## config.mk

```make
export PLATFORM = sky130hd
export DESIGN_NAME = uart_tx_arbiter
export DESIGN_NICKNAME = d
export VERILOG_FILES = /design/src/rtl/uart_tx_arbiter.sv
export SDC_FILE = /design/constraint.sdc
export NUM_CORES = 1
export LEC_CHECK = 0
export ABC_AREA = 1
export CAP_MARGIN = 25
export CORE_UTILIZATION = 46
export DETAILED_ROUTE_END_ITERATION = 12
export PLACE_DENSITY = 0.8
export SETUP_SLACK_MARGIN = 0.5
export SKIP_CTS_REPAIR_TIMING = 1
export SYNTH_ARGS = -nofsm -noshare
export SYNTH_HDL_FRONTEND = slang
export SYNTH_SLANG_ARGS = --single-unit
export TNS_END_PERCENT = 1
```

## constraint.sdc

```tcl
create_clock -name clk -period 1.4 [get_ports clk]
set_clock_uncertainty 0.1 [all_clocks]
set_input_delay 0.35 -clock clk [delete_from_list [all_inputs] [get_ports clk]]
set_output_delay 0.35 -clock clk [all_outputs]
set_load 0.03 [all_outputs]
```

## src/rtl/uart_tx_arbiter.sv

```systemverilog
// Round-robin sequencer sharing one UART byte transmitter between a word requester (A) and a byte requester (B).
// Build option: define UART_TX_ARB_MSB_FIRST_EN to send A words most-significant byte first.

module uart_tx_arbiter #(
  parameter int WORD_BYTES = 4
) (
  input  logic                    clk,
  input  logic                    n_rst,
  input  logic                    a_req,
  input  logic [8*WORD_BYTES-1:0] a_data,
  output logic                    a_ack,
  output logic                    a_done,
  input  logic                    b_req,
  input  logic [7:0]              b_data,
  output logic                    b_ack,
  output logic                    b_done,
  output logic [7:0]              tx_data,
  output logic                    valid,
  input  logic                    tx_done,
  output logic                    busy
);

  localparam int DW     = 8 * WORD_BYTES;
  localparam int RW_MIN = $clog2(WORD_BYTES + 1);
  localparam int RW     = (RW_MIN < 3) ? 3 : RW_MIN;

  localparam logic [RW-1:0] REMAIN_A   = RW'(WORD_BYTES);
  localparam logic [RW-1:0] REMAIN_ONE = {{(RW-1){1'b0}}, 1'b1};
  localparam logic          OWNER_A    = 1'b0;
  localparam logic          OWNER_B    = 1'b1;

  // GRANT carries the ack pulse so that valid lands one cycle after the ack.
  typedef enum logic [2:0] {
    S_IDLE  = 3'd0,
    S_GRANT = 3'd1,
    S_SEND  = 3'd2,
    S_WAIT  = 3'd3,
    S_DONE  = 3'd4
  } state_t;

  state_t        state_q;
  logic [DW-1:0] shift_q;
  logic [RW-1:0] remain_q;
  logic          owner_q;
  logic          last_grant_q;
  logic          tx_done_d_q;
  logic          a_ack_q;
  logic          a_done_q;
  logic          b_ack_q;
  logic          b_done_q;
  logic [7:0]    tx_data_q;
  logic          valid_q;
  logic          busy_q;

  logic          fin_d;
  logic          any_req_d;
  logic          grant_b_d;
  logic [DW-1:0] shift_load_d;
  logic [DW-1:0] shift_adv_d;
  logic [7:0]    cur_byte_d;
  logic [7:0]    next_byte_d;

  // Grant choice, completion edge and byte selection for the current owner.
  always_comb begin
    fin_d     = tx_done_d_q & ~tx_done;
    any_req_d = a_req | b_req;
    if (a_req && b_req) begin
      grant_b_d = ~last_grant_q;
    end else begin
      grant_b_d = b_req;
    end
    if (grant_b_d) begin
      shift_load_d = {{(DW-8){1'b0}}, b_data};
    end else begin
      shift_load_d = a_data;
    end
`ifdef UART_TX_ARB_MSB_FIRST_EN
    if (owner_q == OWNER_A) begin
      shift_adv_d = shift_q << 4'd8;
      cur_byte_d  = shift_q[DW-1 -: 8];
      next_byte_d = shift_adv_d[DW-1 -: 8];
    end else begin
      shift_adv_d = shift_q >> 4'd8;
      cur_byte_d  = shift_q[7:0];
      next_byte_d = shift_adv_d[7:0];
    end
`else
    shift_adv_d = shift_q >> 4'd8;
    cur_byte_d  = shift_q[7:0];
    next_byte_d = shift_adv_d[7:0];
`endif
  end

  // Sequencer with registered handshake and transmitter outputs.
  always_ff @(posedge clk or negedge n_rst) begin
    if (!n_rst) begin
      state_q      <= S_IDLE;
      shift_q      <= {DW{1'b0}};
      remain_q     <= {RW{1'b0}};
      owner_q      <= OWNER_A;
      last_grant_q <= OWNER_B;
      tx_done_d_q  <= 1'b0;
      a_ack_q      <= 1'b0;
      a_done_q     <= 1'b0;
      b_ack_q      <= 1'b0;
      b_done_q     <= 1'b0;
      tx_data_q    <= 8'h00;
      valid_q      <= 1'b0;
      busy_q       <= 1'b0;
    end else begin
      tx_done_d_q <= tx_done;
      a_ack_q     <= 1'b0;
      a_done_q    <= 1'b0;
      b_ack_q     <= 1'b0;
      b_done_q    <= 1'b0;
      valid_q     <= 1'b0;
      case (state_q)
        S_IDLE: begin
          if (any_req_d) begin
            state_q      <= S_GRANT;
            shift_q      <= shift_load_d;
            remain_q     <= grant_b_d ? REMAIN_ONE : REMAIN_A;
            owner_q      <= grant_b_d;
            last_grant_q <= grant_b_d;
            a_ack_q      <= ~grant_b_d;
            b_ack_q      <= grant_b_d;
            busy_q       <= 1'b1;
          end else begin
            busy_q <= 1'b0;
          end
        end
        S_GRANT: begin
          state_q   <= S_SEND;
          valid_q   <= 1'b1;
          tx_data_q <= cur_byte_d;
        end
        S_SEND: begin
          state_q <= S_WAIT;
        end
        S_WAIT: begin
          // Only the falling edge of tx_done counts: the transmitter is idle again by then.
          if (fin_d) begin
            if (remain_q == REMAIN_ONE) begin
              state_q  <= S_DONE;
              a_done_q <= (owner_q == OWNER_A);
              b_done_q <= (owner_q == OWNER_B);
            end else begin
              state_q   <= S_SEND;
              shift_q   <= shift_adv_d;
              remain_q  <= remain_q - REMAIN_ONE;
              valid_q   <= 1'b1;
              tx_data_q <= next_byte_d;
            end
          end
        end
        S_DONE: begin
          state_q <= S_IDLE;
          busy_q  <= 1'b0;
        end
        default: begin
          state_q <= S_IDLE;
          busy_q  <= 1'b0;
        end
      endcase
    end
  end

  assign a_ack   = a_ack_q;
  assign a_done  = a_done_q;
  assign b_ack   = b_ack_q;
  assign b_done  = b_done_q;
  assign tx_data = tx_data_q;
  assign valid   = valid_q;
  assign busy    = busy_q;

endmodule
```

Word-level counts from Yosys, hierarchy flattened
Cells that the tools add are included.

Output and inout port bits: 14. Flip-flop bits (word level): 55. Word-level logic and storage cells: 69. Bits of input ports: 45.

$add $sub $neg: 1. Reduce and logical (&&, ||, !) cells: 9. Eq/ne operators: 7. Bitwise operators: 6. Muxes and demuxes: 33.

Operator list (count): 32-bit 2-to-1 mux (4); 32-bit one-hot mux with 2 select lines (1); 3-bit 2-to-1 mux (7); 8-bit 2-to-1 mux (2); 8-bit one-hot mux with 2 select lines (1); 1-bit 2-to-1 mux (14); 3-bit one-hot mux with 4 select lines (1); 3-bit by 1-bit == test with 1-bit output (second input constant) (2); 3-bit by 2-bit == test with 1-bit output (second input constant) (2); 2-bit != test (second input constant) (3); 3-bit one-hot mux with 2 select lines (1); 1-bit inverter (4); 1-bit one-hot mux with 2 select lines (2); 2-bit AND reduction (2); 4-bit AND reduction (1); 2-bit nonzero test (2); 3-bit zero test (1); 3-bit AND reduction (1); 3-bit OR reduction (1); 3-bit by 1-bit subtractor with 3-bit output (second input constant) (1); 1-bit AND (1); 1-bit logical AND (1); 1-bit bitwise OR (1).

Longest topological paths before layout
Word-level depth: 5. Depth in mapped cells: 11. Mapped depth without buffers: 10.

Worst setup path after synthesis
Ideal clock, no wire load.

Path type: register -> register. From: reg last_grant_q. To: reg shift_q[1]. Path buffers: 1. Setup slack: -66 ps. Stages on the path, launching flop included: 8. Clock period less this slack: 1466 ps. Data arrival time: 1301 ps. Setup time: 65 ps. Required time: 1235 ps. Cell sequence: dfstp_2 > nand2_1 > nand2_1 > clkbuf_1 > nand3_1 > nand3_1 > nand2_1 > nand2_1.

Longest elaborated chain between the ends: 5.

Ends and longest elaborated chain: start, declared (RTL line 45) `logic last_grant_q;`; start signal, assigned (RTL line 124) `last_grant_q <= grant_b_d;`; 1-bit inverter (RTL line 68) `grant_b_d = ~last_grant_q;`; 1-bit 2-to-1 mux (RTL line 67) `if (a_req && b_req) begin`; 32-bit 2-to-1 mux (RTL line 72) `if (grant_b_d) begin`; 32-bit 2-to-1 mux (RTL line 119) `if (any_req_d) begin`; 32-bit one-hot mux with 2 select lines (RTL line 117) `case (state_q)`; end signal, assigned (RTL line 98) `shift_q <= {DW{1'b0}};`; end signal, assigned (RTL line 121) `shift_q <= shift_load_d;`; end signal, assigned (RTL line 149) `shift_q <= shift_adv_d;`; end, declared (RTL line 42) `logic [DW-1:0] shift_q;`.

No other way between the ends. The select of a mux whose other input is x is not followed. A chain may end at the register's enable or synchronous reset.

Worst setup path in the final report
From: reg remain_q[1]. To: reg shift_q[9].

Longest elaborated chain between the ends: 3.

Ends and longest elaborated chain: start, declared (RTL line 43) `logic [RW-1:0] remain_q;`; start signal, assigned (RTL line 99) `remain_q <= {RW{1'b0}};`; start signal, assigned (RTL line 122) `remain_q <= grant_b_d ? REMAIN_ONE : REMAIN_A;`; start signal, assigned (RTL line 150) `remain_q <= remain_q - REMAIN_ONE;`; 3-bit by 1-bit == test with 1-bit output (RTL line 143) `if (remain_q == REMAIN_ONE) begin`; 2-bit != test (no line); 4-bit AND reduction (no line).

No other way between the ends.

==> out/results.ini <==
[outcome]
status=finished with violations
violations=negative hold slack, negative setup slack

[sta]
min_period_ns=1.68
rsz0062_at_grt=true
timing.hold.ws_ns=-0.0890
setup_viol=46
fmax_mhz=595
tightest_slew_ns=0.292
slew_headroom_pct=80.5
setup_ws_ns=-0.280
tns_ns=-9.52
fin_crit_sh_pct=120
finalHoldViolCount=54
drv_slew=0

[power]
ir_drop_mv=1.39
report.power.total_mw=9.04
sw_frac_of_total_pct=46.0
internal-power_mw=4.88
p_leak_nw=2.06
clkPwrFrac_pct=9.5
p_switching_mw=4.16
pwr-share-seq_pct=28.8
powerDensity_nw_per_um2=2290
pwr-share-comb_pct=61.8

[final_layout]
layout_common_cells=nand2_1, dfrtp_1, clkdlybuf4s50_1
n_antenna_cell=0
area_growth_syn_to_layout_pct=41.5
layout_commonest_cell=nand2_1
fin_nets=503
instances_no_fill=529
drive_gt1_share_pct=25.8
stdcell_area_sq_um=3940

[drt]
drc=0
dr_wl_met2_microns=3860
drt-initial-drc-count=224
ant_nets=0
wl_met3_microns=600
wl_per_cell_microns=14.3
wirelength_microns=7570
highest_layer=met4
met1_length_microns=3010
drt-pass1-iter-count=4
viasPerCell=5.23
vias=2768

[synth]
ys_warn_count=0
synth_seq_cells=55
synth_area_sq_um=2790
ys_top_cells_by_area=dfrtp_1, nand2_1, nand3_1
synth.net_count=420
netlist_instances=373
yosysTopAreaCellShare_pct=48.5
ys_seq_area_share_pct=49.4
synth_cell_types=24
synth.avg_cell_area_sq_um=7.47
yosys.area.top_type=dfrtp_1

[grt]
overflow=0
antenna_found_initial=0
grt_pass1_wl_microns=10300
grt_usage_pct=20.9
grt_pass1_vias=2287
grt_max_degree=56

[placed_design]
gp_congestion=0.774
place_area_sq_um=3540
portBuffers=58
hpwl_microns=4340
dp.cells=509

[floorplanning]
die_h_microns=79.8
rows=27
die_x_microns=79.8
die_area_sq_um=6370
initial_core_util_pct=49.1
core_sq_um=5680
ioPinCount=59

[clock_tree]
cts_tree=done
clockBufferDepth=2
cts_inserted_buffers=5
cts_root_buf=clkbuf_8
clk_pin_slew_ns=0.09
cts.sinks=55
clk_latency_ns=0.31
h-tree-depth=2

[critical_path]
critPathLaunchType=register
cp.required_ns=1.50
crit_fanout=8
critPathKind=reg2reg
arrival_ns=1.78
endpoint_kind=register

[job]
maxCapViolCount=0

[hold_path]
worstHoldPathType=in2async

## worst max-delay path, stage by stage, from the launching register on
cell and delay (ns):
dfrtp_1 0.40, inv_2 0.08, ha_4 0.13, inv_2 0.04, nor2_4 0.13, nand2_2 0.11, nand2_4 0.12, nor2_4 0.05
buf_12 0.14, buf_6 0.14, nand2_1 0.07, nand2_1 0.07
## layout make-up
| type | instances | area (sq um) |
|---|---|---|
| clock inverters | 3 | 15.0 |
| clock buffers | 5 | 68.8 |
| fillers | 444 | 1730 |
| flip-flops and latches | 55 | 1380 |
| repair inverters | 1 | 7.51 |
| inverters | 15 | 62.6 |
| well taps | 72 | 90.1 |
| multi-input cells | 288 | 1400 |
| repair buffers | 90 | 921 |
## flip-flops by register name, summed over array words and instances, names as in the netlist, 3 cells and up
signal / flops
state_q: 3
shift_q: 32
tx_data: 8
remain_q: 3
## power by group through the flow
| stage | clock network [mW] | registers [mW] | logic, mW |
|---|---|---|---|
| after detailed placement | 0 | 2.58 | 4.18 |
| after CTS | 0.857 | 2.55 | 4.20 |
| after global placement | 0 | 2.55 | 4.03 |
| after global routing | 0.948 | 2.66 | 6.07 |
| after floorplan | 0 | 2.76 | 2.78 |
| final | 0.854 | 2.60 | 5.58 |
## logic make-up after synthesis
family	share of synthesized area [%]
AND/OR/NAND/NOR	41.1
buffers and inverters	5.48
adder cells (fa/ha/maj)	0.898
flip-flops	49.4
AO/OA/AOI/OAI	2.78
XOR/XNOR	0.314
## stage by stage
| stage | utilization, % | hold slack [ns] | setup slack, ns |
|---|---|---|---|
| floorplan | - | -0.0456 | -0.0456 |
| global placement | 62.4 | 0.268 | -0.442 |
| detailed placement | 62.4 | 0.268 | -0.504 |
| CTS | 63.9 | -0.0664 | -0.249 |
| global route | 69.5 | -0.0776 | -0.357 |
| finish | 69.5 | -0.0890 | -0.280 |
## cell usage after synthesis
cell type  instances
a21oi_1            1
buf_2              5
buf_4              1
buf_6              2
buf_8              1
clkbuf_1           7
clkinv_1           1
dfrtp_1           54
dfstp_2            1
ha_1               2
inv_1             12
inv_2              2
nand2_1          188
nand2_2           12
nand2_8            1
nand3_1           42
nand3_2            1
nor2_1            18
nor2_2             2
nor2_4             3
nor3_1             2
o211ai_1           1
o21ai_0           13
xnor2_1            1
## path summary, 6_finish.rpt
check                             start           end  slack, ns  cells after the start
max in group asynchronous         n_rst  last_grant_q       0.98                      2
setup reg to reg            remain_q[1]    shift_q[9]      -0.28                     11
hold reg to reg            last_grant_q  last_grant_q       0.37                      2
hold / removal                    n_rst          busy      -0.09                      2
min in group clk           last_grant_q  last_grant_q       0.37                      2
setup / recovery            remain_q[1]    shift_q[9]      -0.28                     11
## routing by layer
layer / vias up / track usage [%]
li1: 1325 / -
met3: 13 / 4.34
met5: - / 0
met2: 127 / 35.6
met4: 0 / 5.54
met1: 1303 / 26.7
(Power assumes the default switching activity.)
